File: src/rtl/mmu_arbiter_pkg.sv
// Shared types and constants for the MMU port arbiter: request opcode encoding,
// FSM state codes and requester port ids.
package mmu_arbiter_pkg;
  localparam int MEM_OPT_WIDTH = 2;
  localparam logic [MEM_OPT_WIDTH-1:0] MEM_OPT_NONE = '0;

  typedef enum logic [1:0] {
    MMU_ARB_IDLE  = 2'd0,
    MMU_ARB_ISSUE = 2'd1,
    MMU_ARB_WAIT  = 2'd2
  } arb_state_e;

  localparam logic ARB_PORT_IFU = 1'b0;
  localparam logic ARB_PORT_MEM = 1'b1;
endpackage

File: src/rtl/mmu_arb_req_slot.sv
// One requester slot: captures a one-cycle request pulse, holds it until the
// arbiter completes it, and keeps the read data returned by that completion.
module mmu_arb_req_slot
  import mmu_arbiter_pkg::*;
(
  input  logic                     clk,
  input  logic                     rst,
  input  logic [31:0]              req_addr,
  input  logic [31:0]              req_data,
  input  logic [MEM_OPT_WIDTH-1:0] req_opt,
  input  logic                     done,
  input  logic [31:0]              ret_data,
  output logic                     cand,
  output logic [31:0]              sel_addr,
  output logic [31:0]              sel_data,
  output logic [MEM_OPT_WIDTH-1:0] sel_opt,
  output logic                     busy,
  output logic [31:0]              data_in
);
  logic [31:0]              addr_q, addr_d, data_q, data_d, ret_q, ret_d;
  logic [MEM_OPT_WIDTH-1:0] opt_q, opt_d;
  logic                     pend_q, pend_d, busy_q, busy_d, cap;

  // A pulse while busy is a protocol violation and is dropped.
  assign cap = (req_opt != MEM_OPT_NONE) && !busy_q;

  always_comb begin
    addr_d = addr_q;
    data_d = data_q;
    opt_d  = opt_q;
    pend_d = pend_q;
    busy_d = busy_q;
    ret_d  = ret_q;
    if (cap) begin
      addr_d = req_addr;
      data_d = req_data;
      opt_d  = req_opt;
      pend_d = 1'b1;
      busy_d = 1'b1;
    end
    if (done) begin
      pend_d = 1'b0;
      busy_d = 1'b0;
      ret_d  = ret_data;
    end
  end

  always_ff @(posedge clk or negedge rst) begin
    if (!rst) begin
      addr_q <= '0;
      data_q <= '0;
      opt_q  <= MEM_OPT_NONE;
      pend_q <= 1'b0;
      busy_q <= 1'b0;
      ret_q  <= '0;
    end else begin
      addr_q <= addr_d;
      data_q <= data_d;
      opt_q  <= opt_d;
      pend_q <= pend_d;
      busy_q <= busy_d;
      ret_q  <= ret_d;
    end
  end

  // Same-edge bypass: a request captured this edge can be granted immediately.
  assign cand     = pend_q | cap;
  assign sel_addr = cap ? req_addr : addr_q;
  assign sel_data = cap ? req_data : data_q;
  assign sel_opt  = cap ? req_opt  : opt_q;
  assign busy     = busy_q;
  assign data_in  = ret_q;
endmodule

File: src/rtl/mmu_arbiter.sv
// Shares one MMU port between instruction fetch and the memory stage.
// Memory stage has priority; a starvation counter forces a fetch grant.
module mmu_arbiter
  import mmu_arbiter_pkg::*;
#(
  parameter int STARVE_LIMIT = 4
) (
  input  logic                     clk,
  input  logic                     rst,
  input  logic [31:0]              ifu_addr,
  input  logic [31:0]              ifu_data_out,
  input  logic [MEM_OPT_WIDTH-1:0] ifu_opt,
  output logic [31:0]              ifu_data_in,
  output logic                     ifu_busy,
  input  logic [31:0]              mem_addr,
  input  logic [31:0]              mem_data_out,
  input  logic [MEM_OPT_WIDTH-1:0] mem_opt,
  output logic [31:0]              mem_data_in,
  output logic                     mem_busy,
  output logic [31:0]              mmu_addr,
  output logic [31:0]              mmu_data_out,
  output logic [MEM_OPT_WIDTH-1:0] mmu_opt,
  input  logic [31:0]              mmu_data_in,
  input  logic                     mmu_busy
);
  localparam int CW = (STARVE_LIMIT > 0) ? $clog2(STARVE_LIMIT + 1) : 1;
  localparam logic [CW-1:0] LIM = CW'(STARVE_LIMIT);

  arb_state_e               state_q, state_d;
  logic                     gid_q, gid_d;
  logic [CW-1:0]            cnt_q, cnt_d;
  logic [31:0]              maddr_q, maddr_d, mdata_q, mdata_d;
  logic [MEM_OPT_WIDTH-1:0] mopt_q, mopt_d;

  logic                     ifu_cand, mem_cand, ifu_done, mem_done, grant_mem, starve;
  logic [31:0]              ifu_sa, ifu_sd, mem_sa, mem_sd;
  logic [MEM_OPT_WIDTH-1:0] ifu_so, mem_so;

  mmu_arb_req_slot u_ifu (
    .clk(clk), .rst(rst), .req_addr(ifu_addr), .req_data(ifu_data_out), .req_opt(ifu_opt),
    .done(ifu_done), .ret_data(mmu_data_in), .cand(ifu_cand), .sel_addr(ifu_sa),
    .sel_data(ifu_sd), .sel_opt(ifu_so), .busy(ifu_busy), .data_in(ifu_data_in)
  );

  mmu_arb_req_slot u_mem (
    .clk(clk), .rst(rst), .req_addr(mem_addr), .req_data(mem_data_out), .req_opt(mem_opt),
    .done(mem_done), .ret_data(mmu_data_in), .cand(mem_cand), .sel_addr(mem_sa),
    .sel_data(mem_sd), .sel_opt(mem_so), .busy(mem_busy), .data_in(mem_data_in)
  );

  assign starve    = (STARVE_LIMIT != 0) && (cnt_q == LIM);
  assign grant_mem = mem_cand && !(ifu_cand && starve);

  always_comb begin
    state_d  = state_q;
    gid_d    = gid_q;
    cnt_d    = cnt_q;
    maddr_d  = maddr_q;
    mdata_d  = mdata_q;
    mopt_d   = MEM_OPT_NONE;
    ifu_done = 1'b0;
    mem_done = 1'b0;
    if (!ifu_cand) cnt_d = '0;
    case (state_q)
      MMU_ARB_IDLE: begin
        if (ifu_cand || mem_cand) begin
          gid_d   = grant_mem ? ARB_PORT_MEM : ARB_PORT_IFU;
          maddr_d = grant_mem ? mem_sa : ifu_sa;
          mdata_d = grant_mem ? mem_sd : ifu_sd;
          mopt_d  = grant_mem ? mem_so : ifu_so;
          state_d = MMU_ARB_ISSUE;
          // Count mem wins that held off a waiting fetch; any fetch win resets.
          if (!grant_mem) cnt_d = '0;
          else if (ifu_cand && cnt_q != LIM) cnt_d = cnt_q + CW'(1);
        end
      end
      MMU_ARB_ISSUE: state_d = MMU_ARB_WAIT;
      MMU_ARB_WAIT: begin
        if (!mmu_busy) begin
          ifu_done = (gid_q == ARB_PORT_IFU);
          mem_done = (gid_q == ARB_PORT_MEM);
          state_d  = MMU_ARB_IDLE;
        end
      end
      default: state_d = MMU_ARB_IDLE;
    endcase
  end

  always_ff @(posedge clk or negedge rst) begin
    if (!rst) begin
      state_q <= MMU_ARB_IDLE;
      gid_q   <= ARB_PORT_IFU;
      cnt_q   <= '0;
      maddr_q <= '0;
      mdata_q <= '0;
      mopt_q  <= MEM_OPT_NONE;
    end else begin
      state_q <= state_d;
      gid_q   <= gid_d;
      cnt_q   <= cnt_d;
      maddr_q <= maddr_d;
      mdata_q <= mdata_d;
      mopt_q  <= mopt_d;
    end
  end

  assign mmu_addr     = maddr_q;
  assign mmu_data_out = mdata_q;
  assign mmu_opt      = mopt_q;
endmodule

File: config.mk
export PLATFORM = sky130hd
export DESIGN_NAME = mmu_arbiter
export DESIGN_NICKNAME = d
export VERILOG_FILES = /design/src/rtl/mmu_arbiter_pkg.sv /design/src/rtl/mmu_arb_req_slot.sv /design/src/rtl/mmu_arbiter.sv
export SDC_FILE = /design/constraint.sdc
export NUM_CORES = 1
export LEC_CHECK = 0
export ABC_AREA = 1
export CORE_MARGIN = 2
export CORE_UTILIZATION = 45
export DETAILED_ROUTE_END_ITERATION = 8
export DONT_BUFFER_PORTS = 1
export SLEW_MARGIN = 20
export SYNTH_ARGS = -nofsm -noshare
export SYNTH_HDL_FRONTEND = slang
export SYNTH_SLANG_ARGS = --single-unit
File: constraint.sdc
create_clock -name clk -period 3.75 [get_ports clk]
set_clock_uncertainty 0.1 [all_clocks]
set_input_delay 0.75 -clock clk [delete_from_list [all_inputs] [get_ports clk]]
set_output_delay 0.75 -clock clk [all_outputs]
set_load 0.05 [all_outputs]
==> impl_metrics.toml, run 1 <==
[layout]
drive_above_1_share_pct = 4.58
final_common_cell = "nand2_1"
nNetsFinal = 1741
layout_common_cells = "nand2_1 (591), inv_1 (365), dfrtp_1 (270)"
area.growth.synth_to_final_pct = 9.47

[synth]
ys_ff_latch = 270
yosysSeqAreaShare_pct = 54.0
synthCells = 1609
synth.distinct_cells = 25
synth_area_per_cell_um2 = 7.78
netlist_area_mm2 = 0.0125
syn_nets = 1778
yosysWarnings = 0

[grt]
antenna_found_initial = 5
grt_pass1_wl_um = 50900
first_global_vias = 9308
grt_start_max_net_pins = 271
grt.overflow.total = 0
track_usage_pct = 22.2

[sta]
rsz0062_at_grt = "false"
max_slew_margin_pct = 33.8
period_minus_slack_ps = 2350
clock.fmax_mhz = 426
layout_setup_ws_ps = 1400
setup-violations-final = 0
maxSlewViolCount = 0
fin_setup_tns_ps = 0
timing.hold.ws_ps = -199
final-hold-violation-count = 168
min_period_over_period_pct = 62.7
worst_pin_slew_ps = 990

[setup_path]
slowest_stage = "dfrtp_1"
cpPeakStageDelay_ps = 730
r2r_start = "u_ifu.pend_q"
worstPathRequired_ps = 4070
crit_chain = "inv_2 > nand2_2 > buf_12 > nand2_1 > nand2_1 > nand2_1 > nand3_1 > nand2_1"
cp-start-kind = "flip-flop"
cp-end-kind = "flip-flop"
cp.arrival_ps = 2670
crit_fanout = 38
path_common_cell = "nand2_1"
ff2ff_setup_slack_ps = 1400
path_class = "reg2reg"
ff2ff_path_depth = 8
r2r_end = "mmu_data_out[9]"

[detailed_routing]
wirelength_um = 31700
wl_per_cell_um = 16.1
drcViolationCount = 0
vias = 9396
via_per_inst = 4.76
drtPass1Iterations = 5
ant_nets = 0
drtIter0Drc = 622

[clock_tree]
cts_resized = 0
clockRootBuffer = "clkbuf_16"
cts_tree = "built"
cts_setup_buffers = 0
htree_levels = 1
numCtsBuffers = 30
cts_buffer_depth = 3
clock-sinks = 270
insertion_delay_ps = 540
clk_pin_slew_ps = 60

[power]
ir_drop_mv = 0.591
leakage_nw = 7.83
p_per_area_mw_per_mm2 = 1030

[floorplan]
fp.dieH_um = 171
fp.dieArea_mm2 = 0.0292
num_io_pins = 299
initial_core_util_pct = 45.4
core-area_mm2 = 0.0276
std_cell_rows = 61
dieWidth_um = 171

[placed_design]
hpwlAfterDp_um = 19200
io_buffers = 0
gp_congestion = 0.787
pre_cts_ws_ps = 1340

[outcome]
status = "finished with violations"
violations = "hold timing"

[run]
drv_cap = 0

[min_path]
hold_class = "in2async"
[area by class of cell]
cell class	instances	area, µm²
Fill cell	2709	13900
Sequential cell	270	6760
Multi-Input combinational cell	888	3940
Inverter	369	1390
Clock buffer	49	903
Tap cell	378	473
Timing Repair Buffer	13	160
Clock inverter	5	75.1
Antenna cell	3	7.51
[flip-flops by register name (all words and copies together) (netlist names), 2 cells and up]
register / flops
mmu_addr: 32
state_q: 2
cnt_q: 3
u_mem.data_in: 32
u_mem.data_q: 32
u_mem.addr_q: 32
u_ifu.addr_q: 32
mmu_data_out: 32
u_mem.opt_q: 2
mmu_opt: 2
u_ifu.data_in: 32
u_ifu.opt_q: 2
u_ifu.data_q: 32
[kinds of logic after synthesis]
family	after synthesis	share of synthesized area (%)
AND/OR/NAND/NOR	808	27.8
buffers and inverters	451	14.8
flip-flops	270	54.0
AO/OA/AOI/OAI	77	3.21
adder cells (fa/ha/maj)	2	0.200
XOR/XNOR	1	0.0700
[Yosys cell counts]
master    instances  area, µm²
nor2_1           11       41.3
a21oi_2           2       17.5
nand3b_1         64        480
o211ai_1          1       7.51
o21ai_0          66        330
o21ai_2           1       8.76
o21ai_1           3       15.0
buf_4            14        105
nand3_2           1       10.0
nand3_4           1       17.5
nor2_2            2       12.5
ha_1              2       25.0
inv_1           365       1370
nand3_1         131        656
xor2_1            1       8.76
inv_2             4       15.0
nand2_2           5       31.3
clkbuf_1         16       60.1
a21oi_1           3       15.0
buf_2            45        225
nand2_1         593       2230
o31ai_1           1       7.51
buf_1             1       3.75
dfrtp_1         270       6760
buf_6             6       67.6
[worst max-delay path by stage]
stage,startpoint,end,cells after the start
2_1_floorplan,mem_opt[1],mmu_data_out[4],10
3_3_place_gp,ifu_opt[0],mmu_data_out[10],9
3_5_place_dp,ifu_opt[0],mmu_data_out[3],9
4_1_cts,u_ifu.pend_q,mmu_data_out[9],8
5_1_grt,u_ifu.pend_q,mmu_data_out[3],8
6_report,u_ifu.pend_q,mmu_data_out[9],8
[stage by stage]
stage	hold WS, ps	cell area, µm²	utilization, %	cells	power, mW
global route	-231	13700	49.7	1973	15.2
CTS	-224	13700	49.7	1972	14.2
floorplan	354	12500	-	1609	10.2
global placement	369	12700	46.1	1918	11.1
detailed placement	366	12700	46.1	1918	11.3
finish	-199	13700	49.7	1975	14.1
[layer usage]
metal / global-route usage, % / part of all wire (%) / routed length (µm) / vias up
li1: - / - / - / 4655
met1: 30.8 / 45 / 14300 / 4400
met2: 34.2 / 45 / 14200 / 288
met3: 6.59 / 8.5 / 2680 / 47
met4: 5.72 / 1.7 / 540 / 6
met5: 0 / 0.11 / 36 / -
[critical path: cells and delay by family, from the launching register on]
family | cells | cell delay [ps]
buffers and inverters | 2 | 450
flip-flops | 1 | 730
AND/OR/NAND/NOR | 6 | 930
[where the power goes]
group / switching, mW / internal (mW)
Combinational: 2.48 / 1.27
Clock: 1.15 / 1.77
Sequential: 3.16 / 4.23
Total: 6.79 / 7.27
(Power assumes the default switching activity.)
==> run 2: changes to the inputs <==
==> constraint.sdc (replaced) <==
create_clock -name clk -period 2.4 [get_ports clk]
set_clock_uncertainty 0.1 [all_clocks]
set_input_delay 0.48 -clock clk [delete_from_list [all_inputs] [get_ports clk]]
set_output_delay 0.48 -clock clk [all_outputs]
set_load 0.05 [all_outputs]
==> run 2 against run 1 <==
  * The flow still finishes with violations (hold timing)
  * Clock-buffer cell count shrank 7
  * Critical path depth decreased by 1
  * Critical path type unchanged
  * Worst setup slack worse by 850 ps
  * Die area unchanged
  * Register-to-register slack worse by 850 ps
==> impl_metrics.toml, run 2 (synthesis results as in run 1) <==
[detailed_routing]
drtPass1Iterations = 6
wl_per_cell_um = 15.8
vias = 9442
drtIter0Drc = 588
wirelength_um = 32000
via_per_inst = 4.68
drcViolationCount = 0
ant_nets = 0

[setup_path]
crit_chain = "inv_2 > nand3_2 > nand2_2 > buf_4 > nand2_1 > nand3_1 > nand2_1"
path_class = "reg2reg"
cp-end-kind = "flip-flop"
slowest_stage = "dfrtp_1"
r2r_start = "u_mem.pend_q"
cp-start-kind = "flip-flop"
r2r_end = "mmu_data_out[16]"
cpPeakStageDelay_ps = 420
cp-endpoint = "mmu_data_out[16]"
ff2ff_setup_slack_ps = 550
ff2ff_path_depth = 7
critPathLaunch = "u_mem.pend_q"
crit_fanout = 23
worstPathRequired_ps = 2720
path_common_cell = "nand2_1"
cp.arrival_ps = 2180

[power]
p_per_area_mw_per_mm2 = 1560
ir_drop_mv = 0.887
leakage_nw = 8.02

[floorplan]
initial_core_util_pct = 45.4
num_io_pins = 299
dieWidth_um = 171
fp.dieH_um = 171
fp.dieArea_mm2 = 0.0292
std_cell_rows = 61
core-area_mm2 = 0.0276

[grt]
first_global_vias = 9453
grt_start_max_net_pins = 271
track_usage_pct = 21.8
antenna_found_initial = 5
grt.overflow.total = 0
grt_pass1_wl_um = 50800

[layout]
drive_above_1_share_pct = 5.44
final_common_cell = "nand2_1"
stdcell_count = 2019
fillers = 2636
area.growth.synth_to_final_pct = 12.9
final_util_pct = 51.3
layout_common_cells = "nand2_1 (591), inv_1 (365), dfrtp_1 (270)"
nNetsFinal = 1783

[sta]
clock.fmax_mhz = 539
max_slew_margin_pct = 62.3
min_period_over_period_pct = 77.3
final-hold-violation-count = 270
period_minus_slack_ps = 1850
fin_setup_tns_ps = 0
rsz0062_at_grt = "false"
layout_setup_ws_ps = 546
setup-violations-final = 0
timing.hold.ws_ps = -454
worst_pin_slew_ps = 566
maxSlewViolCount = 0

[outcome]
status = "finished with violations"
violations = "hold timing"

[clock_tree]
htree_levels = 1
numCtsBuffers = 29
insertion_delay_ps = 540
cts_buffer_depth = 3
clock-sinks = 270
clk_pin_slew_ps = 60
cts_tree = "built"
hold_buffers = 33
clockRootBuffer = "clkbuf_16"

[placed_design]
pre_cts_ws_ps = 581
place_inst = 1928
gp_congestion = 0.772
hpwlAfterDp_um = 19500
io_buffers = 0

[min_path]
hold_class = "in2async"

[run]
drv_cap = 0
## run 2: repair_timing
item | 4_1_cts | 5_1_grt
endpoints found under the hold margin | 331 | 270
setup buffers | 0 | 0
resized for setup | 0 | 0
## run 2: worst min path at each step
stage / start / end / slack (ps) / cells past startpoint
floorplan: rst / cnt_q[0] / 80 / 0
global placement: rst / mmu_addr[18] / 100 / 0
detailed placement: rst / mmu_addr[18] / 90 / 0
CTS: rst / mmu_addr[18] / -490 / 0
global route: rst / mmu_addr[18] / -490 / 0
finish: rst / mmu_addr[18] / -450 / 0
## run 2: metal layers
metal | track usage [%] | routed length, µm | vias up
li1 | - | - | 4728
met1 | 29.6 | 14300 | 4393
met2 | 34.3 | 14200 | 272
met3 | 6.29 | 2690 | 49
met4 | 5.87 | 753 | 0
met5 | 0 | 0 | -
## run 2: critical path: cells and delay by family (launching register included)
family / cells / cell delay (ps)
simple gates: 5 / 670
buf+inv: 2 / 550
flops: 1 / 420
## run 2: per-stage QoR
step | power [mW] | cell area [µm²]
after floorplan | 16.0 | 12500
after global placement | 17.4 | 12800
after detailed placement | 17.6 | 12800
after CTS | 22.3 | 14100
after global routing | 23.7 | 14100
final | 22.1 | 14100
## run 2: final cells by class
| type | instances | area (µm²) | area share, % |
|---|---|---|---|
| clock buffer | 42 | 865 | 6.12 |
| antenna | 6 | 15.0 | 0.106 |
| clock inverter | 10 | 131 | 0.930 |
| sequential | 270 | 6760 | 47.8 |
| timing repair buffer | 56 | 566 | 4.00 |
| multi-input combinational | 888 | 3940 | 27.9 |
| inverter | 369 | 1390 | 9.80 |
| tap | 378 | 473 | 3.35 |
## run 2: power breakdown
part           internal, mW  total [mW]  switching [mW]
combinational          2.06        5.99            3.93
clock                  2.81        4.60            1.80
sequential             6.61        11.5            4.91
total                  11.5        22.1            10.6
==> run 3: changes to the inputs <==
==> constraint.sdc (replaced) <==
create_clock -name clk -period 1.6 [get_ports clk]
set_clock_uncertainty 0.1 [all_clocks]
set_input_delay 0.32 -clock clk [delete_from_list [all_inputs] [get_ports clk]]
set_output_delay 0.32 -clock clk [all_outputs]
set_load 0.05 [all_outputs]
==> run 3 against run 2 <==
  * Sequential power increased by 55%
  * Register-to-register slack got worse by 610 ps
  * Cell count increased by 9.6%
  * Sequential cell count unchanged
  * The flow finishes with violations (hold timing, setup timing)
  * Worst setup slack got worse by 630 ps
==> impl_metrics.toml, run 3 (synthesis results as in run 1) <==
[outcome]
status = "finished with violations"
violations = "hold timing, setup timing"

[power]
leakage_nw = 9.37
total_power_mw = 39.2
ir_drop_mv = 1.43
p_per_area_mw_per_mm2 = 2220

[layout]
final_common_cell = "nand2_1"
area.growth.synth_to_final_pct = 41.1
drive_above_1_share_pct = 25.2
layout_common_cells = "nand2_1 (485), inv_1 (361), dlygate4sd3_1 (159)"
nNetsFinal = 1981
stdcell_count = 2213

[sta]
final-hold-violation-count = 270
maxSlewViolCount = 0
rsz0062_at_grt = "true"
max_slew_margin_pct = 72.9
min_period_over_period_pct = 105
worst_pin_slew_ps = 406
clock.fmax_mhz = 595
layout_setup_ws_ps = -81.0
period_minus_slack_ps = 1680
timing.hold.ws_ps = -624
setup-violations-final = 44

[clock_tree]
clock-sinks = 270
insertion_delay_ps = 550
clockRootBuffer = "clkbuf_16"
cts_tree = "built"
clk_pin_slew_ps = 60
numCtsBuffers = 30
htree_levels = 1
cts_buffer_depth = 3
hold_buffers = 160

[setup_path]
path_class = "reg2out"
crit_chain = "buf_6 > buf_12"
worstPathRequired_ps = 1180
cpPeakStageDelay_ps = 430
r2r_end = "mmu_addr[2]"
cp-end-kind = "primary output"
ff2ff_setup_slack_ps = -60
ff2ff_path_depth = 11
cp_num_buf_inv = 2
r2r_start = "cnt_q[0]"
crit_fanout = 2
critPathLaunch = "u_ifu.pend_q"
crit_family = "flip-flops"
slowest_stage = "dfrtp_2"
cp-endpoint = "ifu_busy"
cp.arrival_ps = 1260
worstSetupPathDepth = 2
cp-start-kind = "flip-flop"

[run]
drv_cap = 0

[placed_design]
hpwlAfterDp_um = 19900
place_inst = 1947
io_buffers = 0
gp_congestion = 0.787

[min_path]
hold_class = "in2async"

[detailed_routing]
drtIter0Drc = 757
vias = 10700
wirelength_um = 38900
ant_nets = 0
via_per_inst = 4.84
wl_per_cell_um = 17.6
drtPass1Iterations = 5
drcViolationCount = 0

[floorplan]
std_cell_rows = 61
initial_core_util_pct = 45.4
core-area_mm2 = 0.0276
fp.dieArea_mm2 = 0.0292
dieWidth_um = 171
num_io_pins = 299
fp.dieH_um = 171

[grt]
grt_start_max_net_pins = 271
track_usage_pct = 22.7
grt_pass1_wl_um = 52900
first_global_vias = 10200
antenna_found_initial = 2
grt.overflow.total = 0
## run 3: layout make-up
type	instances	area [µm²]
antenna	2	5.00
clock buffer	43	921
clock inverter	10	100
fill	2201	9900
inverter	369	1400
multi-input combinational	888	4760
sequential	270	6920
tap	378	473
timing repair buffer	253	3080
## run 3: how the worst min path moves through the flow
stage               from                to  slack [ps]
global placement     rst  u_mem.addr_q[19]         -60
detailed placement   rst  u_mem.addr_q[19]         -60
floorplan            rst          cnt_q[0]         -80
CTS                  rst  u_mem.addr_q[19]        -640
finish               rst  u_mem.addr_q[21]        -620
global route         rst  u_mem.addr_q[19]        -650
## run 3: timing repair
action | CTS | global route
pin swaps | 1 | 62
cloned | 3 | 27
buffers inserted | 10 | 15
setup endpoints to repair | 198 | 73
hold endpoints to repair | 470 | 270
resized for setup | 146 | 247
## run 3: power breakdown
group          leakage, nW  internal, mW  switching, mW
registers             2.92          10.3           7.54
clock network        0.516          4.28           2.79
logic                 5.93          6.06           8.22
## run 3: metrics by stage
stage	setup WS [ps]	utilization [%]	hold slack (ps)	instance area [µm²]	TNS (ps)
3_3_place_gp	-81.6	47.4	-60.4	13100	-2440
6_report	-81.0	64.1	-624	17700	-1210
3_5_place_dp	-96.1	47.4	-62.6	13100	-3330
4_1_cts	-69.6	58.4	-643	16100	-2120
5_1_grt	-126	64.1	-645	17700	-4260
2_1_floorplan	45.4	-	-75.6	12500	0
## run 3: worst register-to-register path: stages (launching register included)
cell and delay, ps:
dfrtp_1 370, inv_2 60, ha_4 160, nand2_4 70, inv_4 50, a21oi_4 170
buf_6 160, buf_12 120, clkbuf_16 140, nand2_2 50, nand3_2 50, nand2_1 50
## run 3: routing by layer
metal  routed length, µm  track usage [%]  up-vias
met1               16300             29.3     5124
met4                 959             6.28        0
met5                   0                0        -
met3                2940             5.60       71
li1                    -                -     5134
met2               18800             38.2      385
